`config.mk`:
```
export PLATFORM = sky130hd
export DESIGN_NAME = mem_port_arbiter
export DESIGN_NICKNAME = d
export VERILOG_FILES = /design/src/rtl/mem_port_arbiter.sv
export SDC_FILE = /design/constraint.sdc
export NUM_CORES = 1
export LEC_CHECK = 0
export ABC_AREA = 1
export CORE_MARGIN = 10
export CORE_UTILIZATION = 42
export CTS_CLUSTER_SIZE = 16
export DETAILED_ROUTE_END_ITERATION = 7
export PLACE_DENSITY = 0.92
export SYNTH_ARGS = -nofsm -noshare
export SYNTH_HDL_FRONTEND = slang
export SYNTH_SLANG_ARGS = --single-unit
```
`constraint.sdc`:
```
create_clock -name clk -period 2.86 [get_ports clk]
set_clock_uncertainty 0.05 [all_clocks]
set_input_delay 0.572 -clock clk [delete_from_list [all_inputs] [get_ports clk]]
set_output_delay 0.572 -clock clk [all_outputs]
set_load 0.1 [all_outputs]
```
`src/rtl/mem_port_arbiter.sv`:
```
// Round-robin arbiter sharing one registered memory_controller port between
// NUM_REQ requester engines. Each access is IDLE/RESP -> ACCESS -> RESP. Read
// data and a one-hot rvalid appear in the cycle after RESP.
//
// Handshake: a requester raises req[i] with its we/lock/addr/wdata slice and
// holds it until it sees gnt[i]. gnt[i] is a one-cycle pulse meaning the
// request was accepted and is on the memory port. On the edge after gnt[i],
// the requester either drops req[i] or presents its next request. The arbiter
// ignores the served requester's req during the RESP of that same access.
// rvalid[i] is a one-cycle pulse with rdata, and is returned for writes too.
module mem_port_arbiter #(
  parameter int NUM_REQ    = 2,
  parameter int ADDR_WIDTH = 32,
  parameter int DATA_WIDTH = 32
) (
  input  logic                          clk,
  input  logic                          reset,
  input  logic [NUM_REQ-1:0]            req,
  input  logic [NUM_REQ-1:0]            req_we,
  input  logic [NUM_REQ-1:0]            req_lock,
  input  logic [NUM_REQ*ADDR_WIDTH-1:0] req_addr,
  input  logic [NUM_REQ*DATA_WIDTH-1:0] req_wdata,
  output logic [NUM_REQ-1:0]            gnt,
  output logic [NUM_REQ-1:0]            rvalid,
  output logic [DATA_WIDTH-1:0]         rdata,
  output logic                          busy,
  output logic [ADDR_WIDTH-1:0]         memory_controller_address,
  output logic                          memory_controller_write_enable,
  output logic [DATA_WIDTH-1:0]         memory_controller_in,
  input  logic [DATA_WIDTH-1:0]         memory_controller_out,
  output logic [1:0]                    state_dbg
);

  localparam int IW = (NUM_REQ > 2) ? 2 : 1;
  localparam logic [NUM_REQ-1:0] ONE = {{(NUM_REQ-1){1'b0}}, 1'b1};

  typedef enum logic [1:0] {
    IDLE   = 2'd0,
    ACCESS = 2'd1,
    RESP   = 2'd2
  } state_t;

  state_t state, state_next;

  logic [IW-1:0]      rr_ptr;      // last winner; the scan starts just above it
  logic [IW-1:0]      cur;         // requester owning the access in flight
  logic               lat_lock;    // lock bit latched with the current access
  logic               lock_valid;
  logic [IW-1:0]      lock_owner;

  logic [NUM_REQ-1:0] elig;
  logic [IW-1:0]      win;
  logic [IW-1:0]      scan_idx;
  logic               win_found;
  logic               arb;

  logic [NUM_REQ-1:0]    gnt_n, rvalid_n;
  logic [DATA_WIDTH-1:0] rdata_n, mc_in_n;
  logic [ADDR_WIDTH-1:0] mc_addr_n;
  logic                  mc_we_n, busy_n;

  assign state_dbg = state;

  // Eligibility (lock and served-requester masks), then a round-robin scan.
  always_comb begin
    elig = req;
    if (lock_valid) elig = elig & (ONE << lock_owner);
    if (state == RESP) elig = elig & ~(ONE << cur);
    win       = '0;
    win_found = 1'b0;
    scan_idx  = '0;
    for (int k = 1; k <= NUM_REQ; k++) begin
      scan_idx = IW'((int'(rr_ptr) + k) % NUM_REQ);
      if (!win_found && elig[scan_idx]) begin
        win       = scan_idx;
        win_found = 1'b1;
      end
    end
    arb = win_found && (state != ACCESS);
  end

  // State register.
  always_ff @(posedge clk or negedge reset) begin
    if (!reset) state <= IDLE;
    else        state <= state_next;
  end

  // Next-state logic.
  always_comb begin
    state_next = state;
    case (state)
      IDLE:    state_next = win_found ? ACCESS : IDLE;
      ACCESS:  state_next = RESP;
      RESP:    state_next = win_found ? ACCESS : IDLE;
      default: state_next = IDLE;
    endcase
  end

  // Next values of the registered outputs.
  always_comb begin
    gnt_n     = '0;
    rvalid_n  = '0;
    rdata_n   = rdata;
    mc_we_n   = 1'b0;
    mc_addr_n = memory_controller_address;
    mc_in_n   = memory_controller_in;
    busy_n    = (state_next != IDLE);
    if (arb) begin
      gnt_n     = ONE << win;
      mc_we_n   = req_we[win];
      mc_addr_n = req_addr[win*ADDR_WIDTH +: ADDR_WIDTH];
      mc_in_n   = req_wdata[win*DATA_WIDTH +: DATA_WIDTH];
    end
    if (state == RESP) begin
      rvalid_n = ONE << cur;
      rdata_n  = memory_controller_out;
    end
  end

  // Output registers; the address/data registers double as the access latch.
  always_ff @(posedge clk or negedge reset) begin
    if (!reset) begin
      gnt                            <= '0;
      rvalid                         <= '0;
      rdata                          <= '0;
      busy                           <= 1'b0;
      memory_controller_write_enable <= 1'b0;
      memory_controller_address      <= '0;
      memory_controller_in           <= '0;
    end else begin
      gnt                            <= gnt_n;
      rvalid                         <= rvalid_n;
      rdata                          <= rdata_n;
      busy                           <= busy_n;
      memory_controller_write_enable <= mc_we_n;
      memory_controller_address      <= mc_addr_n;
      memory_controller_in           <= mc_in_n;
    end
  end

  // Round-robin pointer, in-flight owner and burst lock bookkeeping.
  always_ff @(posedge clk or negedge reset) begin
    if (!reset) begin
      rr_ptr     <= IW'(NUM_REQ - 1);
      cur        <= '0;
      lat_lock   <= 1'b0;
      lock_valid <= 1'b0;
      lock_owner <= '0;
    end else begin
      if (arb) begin
        rr_ptr   <= win;
        cur      <= win;
        lat_lock <= req_lock[win];
      end
      if (state == ACCESS) begin
        lock_valid <= lat_lock;
        lock_owner <= cur;
      end
    end
  end

endmodule

```
==> summary.md <==
| Metric | Value |
|---|---|
| Vias in the first global route | `5032` |
| Ports | `272` |
| Final period util | `69.64%` |
| Flop-to-flop setup slack | `0.89 ns` |
| DP Cell Count | `997` |
| TritonCTS Sinks | `109` |
| Worst EP arrival | `2.18 ns` |
| DR DRC count | `0` |
| Crit-path cells | `clkdlybuf4s50_1 -> inv_1 -> a21oi_1 -> nand2_1 -> nand2_1 -> nand2_2 -> buf_4 -> nor2_1 -> nand2_1 -> nand2_1` |
| Commonest non-fill, non-tap cell in the layout | `nand2_1` |
| Grt total ovfl | `0` |
| Endpoints failing setup | `0` |
| Synth area leader | `dfrtp_1` |
| Share of layout cells above drive strength 1 | `20.34%` |
| Crit-path max FO | `67` |
| Synth top area cells | `dfrtp_1 (54%), nand2_1 (25%), mux2_2 (7.2%)` |
| Clk buf depth | `2` |
| Final hold slack | `0.08836 ns` |
| Chip Height | `129.5 µm` |
| Number of non-filler instances in the completed layout | `1013` |
| Die width | `129.5 µm` |
| GPL Wtd Cong | `0.7887` |
| DR pass1 iterations | `4` |
| Vias | `4974` |
| Post-Route WL | `17490 µm` |
| First-pass GRT wire length | `26930 µm` |
| Worst-margin pin slew | `0.7242 ns` |
| CTS resizes | `0` |
| Yosys reg bits | `109` |
| Mapped Nets | `777` |
| Setup CP Type | `primary input to flip-flop` |
| DIE AREA | `16770 µm²` |
| CTS Buf Count | `9` |
| Initial core utilization | `43.55%` |
| Most frequent cells in the layout | `nand2_1 (339), clkdlybuf4s50_1 (166), buf_4 (114)` |
| Core Footprint | `11560 µm²` |
| Postcts setup bufs | `0` |
| Endpoints failing hold | `0` |
| Site row count | `39` |
| Synth Instances | `609` |
| Most used cell, CP | `nand2_1` |
| Max-cap viol count | `0` |
| Worst skew pair latency | `0.34 ns` |
| Pin count of the biggest net entering global routing | `68` |
| YS warnings | `0` |
| Hold WC Path Type | `primary input to asynchronous set/reset pin` |
| Post-DP HPWL | `13610 µm` |
| Synth top area share | `53.66%` |
| Final Critical Period | `1.992 ns` |
| Slowest CP cell | `buf_4` |
| # port buffers | `271` |
| Reg clk slew, reported paths | `0.08 ns` |
| Post-layout util | `68.12%` |
| # diodes | `0` |
| CTS tree | `built` |
| Hold-fix buffers, CTS | `0` |
| Initial DRC Count | `301` |
| Mapped Avg Cell Area | `8.269 µm²` |
| Synth unique cells | `18` |
| Post-synth design cell area | `5036 µm²` |
| Area grow syn2layout | `56.42%` |
| CTS Root Cell | `clkbuf_16` |
| CP Capture Type | `flip-flop` |
| Post-DRT Antenna Nets | `0` |
| CP required | `3.05 ns` |
| RSZ-0062 raised after global routing | `false` |
| Routed len/inst | `17.26 µm` |
| Startpoint types | `primary input` |
| Outcome | `finished clean` |
| Slew HR | `51.72%` |
| Layout net count | `1033` |
| Final Max Slew Viols | `0` |
| Vias per cell | `4.910` |
| Initial antenna violation count | `0` |
| All-layer global routing usage | `20.32%` |
| Max frequency | `502.1 MHz` |
| H-tree Lvls | `3` |
| Slowest cell delay on critical path | `0.53 ns` |
| Setup TNS | `0 ns` |
| Sequential area share after synthesis | `54.19%` |
-- layer usage --
layer | vias to the layer above | share of wire (%) | track usage (%)
met4 | 0 | 1.6 | 6.349
met2 | 205 | 51 | 35.51
met5 | - | 0 | 0
met1 | 2329 | 37 | 22.73
met3 | 20 | 10 | 7.341
li1 | 2420 | - | -
-- logic make-up (layout without fill, tap and decap cells) --
family / Yosys count / after routing / share of synthesized area (%)
and+or+nand+nor: 415 / 415 / 32.94
DFF: 109 / 109 / 54.19
buffers and inverters: 49 / 310 / 5.317
muxes: 32 / 32 / 7.155
AOI/OAI and AO/OA: 4 / 4 / 0.3973
-- state kept, by name, indices dropped and copies added, names as in the netlist --
name                            flops
lat_lock                            1
state_dbg                           2
cur                                 1
lock_owner                          1
busy                                1
memory_controller_in               32
rdata                              32
gnt                                 2
lock_valid                          1
rvalid                              2
rr_ptr                              1
memory_controller_write_enable      1
memory_controller_address          32
-- Yosys cell counts --
| library cell | n |
|---|---|
| o21ai_0 | 2 |
| nand2_2 | 1 |
| nor2_4 | 1 |
| nor2_2 | 2 |
| dfrtp_1 | 108 |
| inv_1 | 6 |
| buf_6 | 4 |
| buf_2 | 22 |
| buf_4 | 7 |
| dfstp_2 | 1 |
| nand2_1 | 340 |
| inv_2 | 5 |
| o21ai_1 | 1 |
| nand3_1 | 69 |
| nor2_1 | 2 |
| mux2_2 | 32 |
| clkbuf_1 | 5 |
| a21oi_1 | 1 |
-- critical path, delay by kind of cell --
kind / cells / cell delay, ns
compound gates: 1 / 0.05
buf+inv: 3 / 0.97
simple gates: 6 / 0.49
-- final timing paths --
| kind | startpoint | endpoint | depth (start not counted) |
|---|---|---|---|
| hold reg to reg | memory_controller_address[26] | memory_controller_address[26] | 2 |
| setup reg to reg | state_dbg[0] | memory_controller_write_enable | 9 |
| max in group asynchronous | reset | rr_ptr | 2 |
| setup / recovery | req[0] | memory_controller_write_enable | 10 |
| hold / removal | reset | rdata[26] | 1 |
| min in group clk | memory_controller_address[26] | memory_controller_address[26] | 2 |
-- metrics by stage --
| stage | setup slack, ns | instance area (µm²) |
|---|---|---|
| 6_report | 0.8684 | 7878 |
| 3_5_place_dp | 0.5227 | 7574 |
| 4_1_cts | 0.8893 | 7878 |
| 3_3_place_gp | 0.5571 | 7574 |
| 5_1_grt | 0.7254 | 7878 |
| 2_1_floorplan | 0.7714 | 5036 |
-- cell type report --
| class | count | area (µm²) |
|---|---|---|
| fillers | 941 | 3687 |
| flip-flops and latches | 109 | 2729 |
| repair buffers | 283 | 2577 |
| multi-input cells | 451 | 2047 |
| clock buffers | 9 | 225.2 |
| well taps | 143 | 178.9 |
| clock inverters | 7 | 78.83 |
| inverters | 11 | 41.29 |
Power is not shown: default switching activity piles up to over one toggle a cycle in this logic, so the estimate is an artifact.
==> RTL edit: new RTL, same settings <==
Put one more register stage on the output `state_dbg`. The value now appears one clock later. The other outputs are not delayed to match.
--- a/src/rtl/mem_port_arbiter.sv
+++ b/src/rtl/mem_port_arbiter.sv
@@ -59,7 +59,9 @@
   logic [ADDR_WIDTH-1:0] mc_addr_n;
   logic                  mc_we_n, busy_n;
 
-  assign state_dbg = state;
+  always_ff @(posedge clk) begin
+    state_dbg <= state;
+  end
 
   // Eligibility (lock and served-requester masks), then a round-robin scan.
   always_comb begin
Behaviour: not the same (Yosys sat finds a counterexample within 4 cycles, from zero or initial values and one cycle with reset low).
==> RTL edit against the unedited design <==
Synthesized cell count rose by 0.33%; highest routed layer unchanged; wire length fell by 2.1%; global-route usage fell by 0.86 points; final area rose by 0.57%; synthesized area rose by 1.2%; fmax rose by 1.5%; sequential cell count rose by 2; worst setup slack improved by 0.029 ns; utilization fell by 1.9 points; die area rose by 1.0%; largest cell class unchanged; first-iteration DRC count fell by 10%.
Power is left out: the tool's default activity adds up to more than one toggle a clock period on the data nets, which glitch-free logic cannot reach.
==> RTL edit: results (changes against the unedited design) <==
| Metric | Value |
|---|---|
| Antenna Diode Count | 0 (unchanged) |
| CTS buffer count | 9 (unchanged) |
| Iteration-0 DRC Markers | 271 (-10%) |
| Final Non-Filler Cells | 1020 (+0.69%) |
| GR Layer Usage met2 | 31.7% (-3.8 points) |
| Post-Synth XOR/XNOR Area | 0% (unchanged) |
| Multiplexer share of the synthesized area | 7.07% (-0.084 points) |
| GP Congestion | 0.817 (+3.6%) |
| Met3 GRT Util | 6.82% (-0.53 points) |
| Worst-Margin Slew | 0.639 ns (-0.0856 ns) |
| Reg-to-Reg End | memory_controller_address[17]$_DFFE_PN0P_ |
| Ys async rst share | 98.2% (-1.8 points) |
| Setup Buffers After CTS | 0 (unchanged) |
| Synth top area cells | dfrtp_1, nand2_1, mux2_2 |
| GR Util All Layers | 19.5% (-0.86 points) |
| Reg2Reg Depth | 8 (-1) |
| Hold Slack | 0.198 ns (+0.110 ns) |
| Crit-path slowest cell | clkdlybuf4s50_1 |
| Compound-Gate Fraction of Synth Area | 0.393% (-0.0047 points) |
| Setup slack, reg-to-reg | 1.11 ns (+0.22 ns) |
| Drt pass-1 iters | 7 (+3) |
| Global-route wire length before repair | 26.1 mm (-3.1%) |
| Drt via density | 4.75 (-3.3%) |
| Number of DRC violations after detailed routing | 0 (unchanged) |
| Clock root buffer | clkbuf_16 |
| Synth cell count leaders | nand2_1, dfrtp_1, nand3_1, mux2_2, buf_2 |
| Resized Gates After CTS | 0 (unchanged) |
| Grt met1 use | 22.7% (-0.026 points) |
| Avg Synthesized Cell Area | 8.34 µm² (+0.86%) |
| Number of global-route vias before repair | 5021 (-0.22%) |
| Largest regs | memory_controller_address: 32 flops, memory_controller_in: 32 flops, rdata: 32 flops |
| Register area share after synthesis | 54.3% (+0.15 points) |
| H-Tree Depth | 3 (unchanged) |
| Worst r2r src | state[0]$_DFF_PN0_ |
| IO Port Bufs | 271 (unchanged) |
| Largest net degree at the start of global routing | 68 (unchanged) |
| Clock slew at reported path FFs | 0.07 ns |
| Fillers | 971 (+3.2%) |
| Cells after DPL | 1004 (+0.70%) |
| Syn Nets | 779 (+0.26%) |
| Avg WL per Cell | 16.8 µm (-2.8%) |
| DP HPWL | 13.2 mm (-3.3%) |
| Critical-path maximum fanout | 27 (-60%) |
| Share of layout cells above drive strength 1 | 20.3% (-0.070 points) |
| Post-layout nets | 1036 (+0.29%) |
| Status | finished clean |
| CP peak stage delay | 0.45 ns (-0.08 ns) |
## RTL edit: changes by cell type in the layout (fill, tap and decap cells not counted), sizes merged
cell | unedited run | this run
buf | 117 | 118
clkbuf | 9 | 10
clkinv | 4 | 2
clkinvlp | 0 | 2
dfxtp | 0 | 2
inv | 14 | 13
## RTL edit: worst max-delay path: cells and delay by family
| family | cells | cell delay (ns) |
|---|---|---|
| AO/OA/AOI/OAI | 1 | 0.18 |
| buffers and inverters | 4 | 1.02 |
| AND/OR/NAND/NOR | 5 | 0.39 |
## RTL edit: cell families after synthesis
kind of cell | after synthesis
flops | 111
mux | 32
compound gates | 4
buf+inv | 49
simple gates | 415
## RTL edit: layout make-up
class | count | share of cell area, %
sequential | 111 | 34.9
timing repair buffer | 284 | 32.8
multi-input combinational | 451 | 25.8
clock buffer | 10 | 2.89
tap | 147 | 2.32
clock inverter | 6 | 0.695
inverter | 11 | 0.521
## RTL edit: worst max-delay path by stage
stage,from,to,depth (start not counted)
after global placement,req[0],cur$_DFFE_PN0P_,9
after floorplan,req[0],memory_controller_address[0]$_DFFE_PN0P_,9
after global routing,req[0],memory_controller_address[6]$_DFFE_PN0P_,10
after CTS,req[0],memory_controller_address[6]$_DFFE_PN0P_,10
final,req[0],memory_controller_address[6]$_DFFE_PN0P_,10
after detailed placement,req[0],memory_controller_address[6]$_DFFE_PN0P_,10
## RTL edit: stage by stage
step | cell area (µm²) | worst slack [ns]
after floorplan | 5100 | 1.32
after global placement | 7640 | 0.582
after detailed placement | 7640 | 0.533
after CTS | 7920 | 0.877
after global routing | 7920 | 0.702
final | 7920 | 0.897
## RTL edit: metal layers
| layer | vias to the layer above | part of all wire, % |
|---|---|---|
| met1 | 2173 | 38 |
| met4 | 0 | 3.3 |
| li1 | 2416 | - |
| met5 | - | 0 |
| met2 | 218 | 48 |
| met3 | 37 | 11 |
